$ cat src/rtl/sha_pkg.sv
`default_nettype none
// ============================================================================
// sha_pkg : shared FSM state, constant-table locations and word type
// Revision: 1.0
// ============================================================================
package sha_pkg;

  typedef enum logic [1:0] {
    ST_IDLE     = 2'd0,
    ST_WAIT_MEM = 2'd1,
    ST_FETCH    = 2'd2,
    ST_DRAIN    = 2'd3
  } state_e;

  localparam logic [7:0] H_BASE  = 8'd0;
  localparam int         H_COUNT = 8;
  localparam logic [7:0] K_BASE  = 8'd64;
  localparam int         K_COUNT = 64;

  typedef logic [31:0] word_t;

  localparam int IDX_W = 6;

  // Extra bits stored per FIFO entry beside the data word: last flag (+ index).
`ifdef WORD_READER_IDX_EN
  localparam int ENTRY_EXTRA = 1 + IDX_W;
`else
  localparam int ENTRY_EXTRA = 1;
`endif

endpackage
`default_nettype wire

$ cat src/rtl/mod_word_fifo.sv
`default_nettype none
// ============================================================================
// mod_word_fifo : registered synchronous FIFO (no bypass), power-of-two depth
// Revision: 1.0
// ============================================================================
module mod_word_fifo #(
  parameter int WIDTH = 33,
  parameter int DEPTH = 4
) (
  input  logic                     clk_i,
  input  logic                     rst_n_i,
  input  logic                     push_i,
  input  logic [WIDTH-1:0]         data_i,
  input  logic                     pop_i,
  output logic [WIDTH-1:0]         data_o,
  output logic                     full_o,
  output logic                     empty_o,
  output logic [$clog2(DEPTH):0]   count_o
);

  localparam int PTR_W = $clog2(DEPTH);

  logic [WIDTH-1:0] mem_q [DEPTH];
  logic [PTR_W-1:0] wr_ptr_q;
  logic [PTR_W-1:0] rd_ptr_q;
  logic [PTR_W:0]   count_q;
  logic             do_push;
  logic             do_pop;

  assign empty_o = (count_q == '0);
  assign full_o  = (count_q == (PTR_W + 1)'(DEPTH));
  assign count_o = count_q;
  assign data_o  = mem_q[rd_ptr_q];

  // A pop in the same cycle makes room for a push into a full FIFO.
  assign do_pop  = pop_i && !empty_o;
  assign do_push = push_i && (!full_o || do_pop);

  always_ff @(posedge clk_i or negedge rst_n_i) begin
    if (!rst_n_i) begin
      for (int i = 0; i < DEPTH; i++) mem_q[i] <= '0;
      wr_ptr_q <= '0;
      rd_ptr_q <= '0;
      count_q  <= '0;
    end else begin
      if (do_push) begin
        mem_q[wr_ptr_q] <= data_i;
        wr_ptr_q        <= wr_ptr_q + PTR_W'(1);
      end
      if (do_pop) rd_ptr_q <= rd_ptr_q + PTR_W'(1);
      if (do_push && !do_pop)      count_q <= count_q + (PTR_W + 1)'(1);
      else if (do_pop && !do_push) count_q <= count_q - (PTR_W + 1)'(1);
    end
  end

endmodule
`default_nettype wire

$ cat src/rtl/mod_word_reader.sv
`default_nettype none
// ============================================================================
// mod_word_reader : streams a burst of 32-bit words from the four-bank RAM
//                   onto a valid/ready interface. Optional macro
//                   WORD_READER_IDX_EN adds the out_idx_o burst-index port.
// Revision: 1.0
// ============================================================================
module mod_word_reader
  import sha_pkg::*;
#(
  parameter int ADDR_W     = 8,
  parameter int DATA_W     = 32,
  parameter int FIFO_DEPTH = 4,
  parameter int RD_LAT     = 1
) (
  input  logic              clk_i,
  input  logic              rst_n_i,
  input  logic              mem_ready_i,
  input  logic              start_i,
  input  logic [ADDR_W-1:0] base_addr_i,
  input  logic [6:0]        count_i,
  output logic              busy_o,
  output logic              done_o,
  output logic              re_o,
  output logic [ADDR_W-1:0] addr_o,
  input  logic [DATA_W-1:0] rdata_i,
  output logic              out_valid_o,
  input  logic              out_ready_i,
  output logic [DATA_W-1:0] out_data_o,
  output logic              out_last_o
`ifdef WORD_READER_IDX_EN
  ,
  output logic [IDX_W-1:0]  out_idx_o
`endif
);

  localparam int FIFO_W = DATA_W + ENTRY_EXTRA;
  localparam int FCNT_W = $clog2(FIFO_DEPTH) + 1;
  localparam int INF_W  = $clog2(RD_LAT + 1) + 1;

  state_e              state_q, state_d;
  logic [ADDR_W-1:0]   base_q, base_d;
  logic [6:0]          cnt_q, cnt_d;
  logic [6:0]          issued_q, issued_d;
  logic [6:0]          pushed_q, pushed_d;
  logic [RD_LAT-1:0]   vld_q;
  logic [INF_W-1:0]    in_flight;
  logic                re;
  logic                push;
  logic                pop;
  logic                credit_ok;
  logic                last_flag;
  logic                fifo_full;
  logic                fifo_empty;
  logic [FCNT_W-1:0]   fifo_count;
  logic [FIFO_W-1:0]   fifo_din;
  logic [FIFO_W-1:0]   fifo_head;

  always_comb begin
    in_flight = '0;
    for (int i = 0; i < RD_LAT; i++) in_flight = in_flight + INF_W'(vld_q[i]);
  end

  // Every issued read owns a FIFO slot until it is popped, so the FIFO can never overflow.
  assign credit_ok = !fifo_full && ((int'(fifo_count) + int'(in_flight)) < FIFO_DEPTH);
  assign re        = (state_q == ST_FETCH) && mem_ready_i && (issued_q != cnt_q) && credit_ok;
  assign push      = vld_q[RD_LAT-1];
  assign pop       = !fifo_empty && out_ready_i;
  assign last_flag = (pushed_q == cnt_q - 7'd1);

`ifdef WORD_READER_IDX_EN
  assign fifo_din  = {last_flag, pushed_q[IDX_W-1:0], rdata_i};
  assign out_idx_o = fifo_head[DATA_W +: IDX_W];
`else
  assign fifo_din  = {last_flag, rdata_i};
`endif

  mod_word_fifo #(
    .WIDTH (FIFO_W),
    .DEPTH (FIFO_DEPTH)
  ) u_fifo (
    .clk_i   (clk_i),
    .rst_n_i (rst_n_i),
    .push_i  (push),
    .data_i  (fifo_din),
    .pop_i   (pop),
    .data_o  (fifo_head),
    .full_o  (fifo_full),
    .empty_o (fifo_empty),
    .count_o (fifo_count)
  );

  always_comb begin
    state_d  = state_q;
    base_d   = base_q;
    cnt_d    = cnt_q;
    issued_d = issued_q;
    pushed_d = push ? pushed_q + 7'd1 : pushed_q;
    done_o   = 1'b0;
    case (state_q)
      ST_IDLE: begin
        if (start_i && (count_i != 7'd0)) begin
          base_d   = base_addr_i;
          cnt_d    = count_i;
          issued_d = 7'd0;
          pushed_d = 7'd0;
          state_d  = mem_ready_i ? ST_FETCH : ST_WAIT_MEM;
        end
      end
      ST_WAIT_MEM: begin
        if (mem_ready_i) state_d = ST_FETCH;
      end
      ST_FETCH: begin
        if (re) begin
          issued_d = issued_q + 7'd1;
          if (issued_q + 7'd1 == cnt_q) state_d = ST_DRAIN;
        end
      end
      ST_DRAIN: begin
        if ((in_flight == '0) && fifo_empty) begin
          done_o  = 1'b1;
          state_d = ST_IDLE;
        end
      end
      default: state_d = ST_IDLE;
    endcase
  end

  always_ff @(posedge clk_i or negedge rst_n_i) begin
    if (!rst_n_i) begin
      state_q  <= ST_IDLE;
      base_q   <= '0;
      cnt_q    <= '0;
      issued_q <= '0;
      pushed_q <= '0;
      vld_q    <= '0;
    end else begin
      state_q  <= state_d;
      base_q   <= base_d;
      cnt_q    <= cnt_d;
      issued_q <= issued_d;
      pushed_q <= pushed_d;
      vld_q[0] <= re;
      for (int i = 1; i < RD_LAT; i++) vld_q[i] <= vld_q[i-1];
    end
  end

  assign busy_o      = (state_q != ST_IDLE);
  assign re_o        = re;
  assign addr_o      = base_q + ADDR_W'(issued_q);
  assign out_valid_o = !fifo_empty;
  assign out_data_o  = fifo_head[DATA_W-1:0];
  assign out_last_o  = fifo_head[FIFO_W-1];

endmodule
`default_nettype wire

$ cat config.mk
export PLATFORM = sky130hd
export DESIGN_NAME = mod_word_reader
export DESIGN_NICKNAME = d
export VERILOG_FILES = /design/src/rtl/sha_pkg.sv /design/src/rtl/mod_word_fifo.sv /design/src/rtl/mod_word_reader.sv
export SDC_FILE = /design/constraint.sdc
export NUM_CORES = 1
export LEC_CHECK = 0
export ABC_CLOCK_PERIOD_IN_PS = 3100
export BUFFER_PORTS_ARGS = -buffer_cell sky130_fd_sc_hd__buf_2
export CORE_MARGIN = 1.5
export CORE_UTILIZATION = 50
export DETAILED_ROUTE_END_ITERATION = 8
export GPL_TIMING_DRIVEN = 0
export PLACE_DENSITY = 0.76
export SYNTH_ARGS = -nofsm -noshare
export SYNTH_HDL_FRONTEND = slang
export SYNTH_SLANG_ARGS = --single-unit
$ cat constraint.sdc
create_clock -name clk_i -period 3.1 [get_ports clk_i]
set_input_delay 0.31 -clock clk_i [delete_from_list [all_inputs] [get_ports clk_i]]
set_output_delay 0.31 -clock clk_i [all_outputs]
set_load 0.02 [all_outputs]
# [Yosys cells after proc, flatten, opt, wreduce, memory -nomap -nowiden]
# Cells that the tools add are included.
[totals] register_bits=171 input_bits=52 output_inout_bits=45 wordCells=90
[classes] add_sub_neg=9 magnitude_cmp=4 n_eq_ne=12 mux=23 n_bitwise=2 n_reduce_logical=27
[ops] op="$bwmux 132" n=1
[ops] op="$mux 33" n=3
[ops] op="$bmux 33 s2" n=1
[ops] op="$demux 33 s2" n=1
[ops] op="$mux 7" n=5
[ops] op="$add 7x1->7 const B" n=2
[ops] op="$eq 7x7->1" n=2
[ops] op="$pmux 7 s2" n=1
[ops] op="$logic_and 1x1->1" n=12
[ops] op="$mux 2" n=6
[ops] op="$add 8x7->8" n=1
[ops] op="$ne 2x2->1 const B" n=4
[ops] op="$pmux 2 s4" n=1
[ops] op="$ne 7x7->1" n=1
[ops] op="$reduce_bool 7->1" n=1
[ops] op="$sub 7x1->7 const B" n=1
[ops] op="$ge 3x3->1 const B" n=2
[ops] op="$mux 3" n=2
[ops] op="$not 2->3" n=2
[ops] op="$reduce_bool 2->1" n=3
[ops] op="$reduce_and 5->1" n=1
[ops] op="$add 2x1->2 const B" n=2
[ops] op="$add 3x1->4" n=1
[ops] op="$eq 2x2->1 const B" n=2
[ops] op="other kinds (14)" n=19

# [Longest topological paths before layout]
[depth] ltp_word=10 depth_mapped=9

# [Cells and area by module]
# From an unflattened synthesis, not the netlist that was laid out.
[unflattened] cells_unflattened=618 area_unflattened_um2=8991.1
[modules_own_cells] module="mod_word_fifo" instances=1 cells_per_inst=357 area_per_inst_um2=6722.7 seq_area_each_um2=3478.3
[modules_own_cells] module="mod_word_reader" instances=1 cells_per_inst=261 area_per_inst_um2=2268.4 seq_area_each_um2=800.8

# [Worst setup path before layout]
# No wires, ideal clock.
[synth_timing] path_type="flip-flop to output port" startpoint="reg issued_q[0]" endpoint="out addr_o[6]" arrival_ns=1.932 required_time_ns=2.790 path_slack_ns=0.858 stages_incl_launch_ff=10 path_buffers=0 cell_sequence="dfrtp_1 ha_1 inv_1 fa_1 nor2b_1 o21ai_0 a21oi_1 o21a_1 nor2_1 xnor2_1"
[synth_between] elab_chain_len=1
[synth_lines] item="start: declaration" line="mod_word_reader.sv:44" source="logic [6:0] issued_q, issued_d;"
[synth_lines] item="start signal: assignment" line="mod_word_reader.sv:141" source="issued_q <= issued_d;"
[synth_lines] item="$add 8x7->8" line="mod_word_reader.sv:150" source="assign addr_o = base_q + ADDR_W'(issued_q);"
[synth_lines] item="end: declaration" line="mod_word_reader.sv:25" source="output logic [ADDR_W-1:0] addr_o,"
# No other way between the ends.

# [Final worst setup path]
# Same ends and word-level chain as after synthesis.

==> reports/results.ini <==
[detailed_routing]
dr_total_vias = 5195
wl_microns = 16850
drt_iter0_drc = 242
route.detailed.drc = 0
ant_nets = 0
wl_per_cell_microns = 17.78
vias_per_cell = 5.480
dr.pass1.iters = 4

[timing]
fmax_ghz = 0.3547
fin_skew_ns = 0.01170
setup_violations = 0
fin_setup_tns_ns = 0
finalMaxSlewViolations = 0
fin_crit_ns = 2.819
rsz0062_at_grt = no
hold_viol_final = 0
slew_headroom = 0.5465
tightest_slew_ns = 0.6803
setup_ws_ns = 0.2808
finalCritPeriodShare = 0.9094

[cells_and_area]
layout.cells.non_filler = 948
multi_input_area_sq_um = 3751
drive_above_1_share = 0.4426
nets = 793
seq_area_sq_um = 4279
fillers = 1278
diodes = 0
final_area_sq_um = 9641
syn2layout_area_growth_pct = 16.94

[power_and_ir_drop]
p_leak_nw = 4.589
p_total_mw = 9.849
vdd_ir_drop_max_mv = 0.4805
power_density_nw_per_um2 = 1022

[placement]
hpwl_microns = 11940
placed_area_sq_um = 9032
place_inst = 915
io_buffers = 96
gp_congestion = 0.8737
pre_cts_ws_ns = 0.7474

[min_path]
hold_depth = 3
hp-class = in -> reg
hp-start = base_addr_i[3]
min_to = base_q[3]$_DFFE_PN0P_

[grt]
grt_first_pass_wirelength_microns = 28820
grt_use_total = 0.2098
grt_pass1_vias = 5846
grt_max_degree = 105
antenna_found_initial = 0
overflow = 0

[worst_setup_path]
r2r_end = u_fifo.mem_q[65]$_DFFE_PN0P_
start_kind = register
path_class = reg -> out
r2r_start = cnt_q[1]$_DFFE_PN0P_
cp.arrival_ns = 2.51
reg2reg_depth = 8
crit_required_ns = 2.79
critPathCaptureType = output pin
worstPathMaxFanout = 7
r2r_slack_ns = 0.82

[clock_tree]
root_buffer = clkbuf_16
h-tree-depth = 4
ctsResizeCount = 0
clkLatencyLatePin_ns = 0.43
numClockSinks = 171
clkTransAtPathRegs_ns = 0.07
cts_setup_buffers = 0
tritoncts = done
numCtsBuffers = 17
clock_path_buffers = 2

[yosys]
synthDistinctLibCells = 51
avgSynthCellArea_sq_um = 13.69
synthCells = 602
syn_nets = 676
async_flop_share = 1.000
synth-main-ff-cell = dfrtp_1
synthesis.area_sq_um = 8244
yosys.area.top_type_share = 0.5190
ys_warn_count = 0
synth_area_leaders = dfrtp_1 (52%), mux2_2 (19%), mux4_2 (9.0%)
synth_edf_count = 0
yosysTopAreaCell = dfrtp_1
ys_seq_area_frac = 0.5190
ys_ff_latch = 171

[run]
maxCapViolCount = 0

[floorplan]
io_pins = 97
dieArea_sq_um = 17270
die_x_microns = 131.4
initial_core_util = 0.5152
die_y_microns = 131.4
rows = 46
core-area_sq_um = 16000

[outcome]
outcome = completed

-- how the worst max path moves through the flow --
stage / startpoint / end / slack, ns / cells after the start
after floorplan: issued_q[0]$_DFFE_PN0P_ / addr_o[6] / 0.86 / 9
after global placement: rst_n_i / u_fifo.mem_q[57]$_DFFE_PN0P_ / -0.72 / 1
after detailed placement: issued_q[0]$_DFFE_PN0P_ / addr_o[6] / 0.75 / 10
after CTS: issued_q[0]$_DFFE_PN0P_ / addr_o[6] / 0.27 / 10
after global routing: issued_q[0]$_DFFE_PN0P_ / addr_o[6] / 0.10 / 10
final: issued_q[0]$_DFFE_PN0P_ / addr_o[6] / 0.28 / 10
-- Yosys cell counts (2+ instances only) --
cell and number:
a21o_1 3, a21oi_1 5, and3_1 2, buf_2 21, clkbuf_1 9, dfrtp_1 171
fa_1 2, ha_1 20, inv_1 17, mux2_2 137, mux2i_1 5, mux4_2 33
nand2_1 43, nand2b_1 6, nand3_1 6, nand4_1 4, nor2_1 23, nor2b_1 2
nor3_1 6, nor3b_1 2, nor4_1 2, o211ai_1 3, o21ai_0 13, o21bai_1 2
o41a_1 2, or3_1 3, xnor2_1 22, xor2_1 15
-- what timing repair did --
action | CTS | global route
endpoints found under the setup margin | 0 | 0
hold endpoints to repair | 67 | 0
hold buffers | 1 | 0
-- layout make-up --
type | instances | area share
plain buffers | 32 | 0.01557
clock buffers | 19 | 0.04491
clock inverters | 13 | 0.01713
inverters | 17 | 0.006619
multi-input cells | 382 | 0.3891
flip-flops and latches | 171 | 0.4439
well taps | 216 | 0.02803
repair buffers | 98 | 0.05477
-- power breakdown --
group | internal (mW) | switching, mW | total, mW
clock network | 1.27 | 0.873 | 2.15
registers | 3.13 | 0.523 | 3.65
logic | 1.99 | 2.06 | 4.05
total | 6.39 | 3.46 | 9.85
-- placed cells by master (no fill, tap or decap), types with 3 or more instances in the layout --
cell type	count
ha_1	20
bufinv_16	3
inv_1	17
mux4_2	33
buf_2	116
mux2i_1	5
xor2_1	15
mux2_2	137
nor3_1	6
clkinvlp_4	4
nand3_1	6
clkbuf_1	11
nand2b_1	6
a21oi_1	5
dfrtp_1	171
nand2_1	43
clkbuf_16	17
a21o_1	3
o21ai_0	13
o211ai_1	3
xnor2_1	22
nor2_1	23
nand4_1	4
inv_6	3
or3_1	3
-- through the flow --
step	hold WS, ns	util
after CTS	0.05379	0.6025
after floorplan	0.01441	-
final	0.06979	0.6025
after global placement	0.4694	0.5622
after detailed placement	0.3038	0.5645
after global routing	0.06180	0.6025
-- metal layers --
metal,track usage,routed length (microns),up-vias
met1,0.2591,7288,2684
met3,0.05208,643,18
met4,0.06173,200,0
li1,-,-,2397
met2,0.3652,8720,96
met5,0,0,-
-- worst max-delay path, cell delays in order (launching register included) --
cell and delay [ns]:
dfrtp_1 0.47, ha_1 0.22, inv_1 0.06, fa_1 0.39
nor2b_1 0.13, o21ai_0 0.12, a21oi_1 0.23, o21a_1 0.13
nor2_1 0.05, xnor2_1 0.12, buf_2 0.18
-- cell families after synthesis --
group | synth area share
compound gates | 0.03764
xor+xnor | 0.03931
fa+ha+maj | 0.03521
buf+inv | 0.02595
flops | 0.5190
mux | 0.2834
simple gates | 0.05949
-- state kept, by name (all words and copies together) (netlist names) --
| register | flops |
|---|---|
| cnt_q | 7 |
| u_fifo.mem_q | 132 |
| u_fifo.rd_ptr_q | 2 |
| u_fifo.count_o | 3 |
| base_q | 8 |
| pushed_q | 7 |
| issued_q | 7 |
| push | 1 |
| state_q | 2 |
| u_fifo.wr_ptr_q | 2 |
No activity file was read; power rests on OpenSTA's default activity.
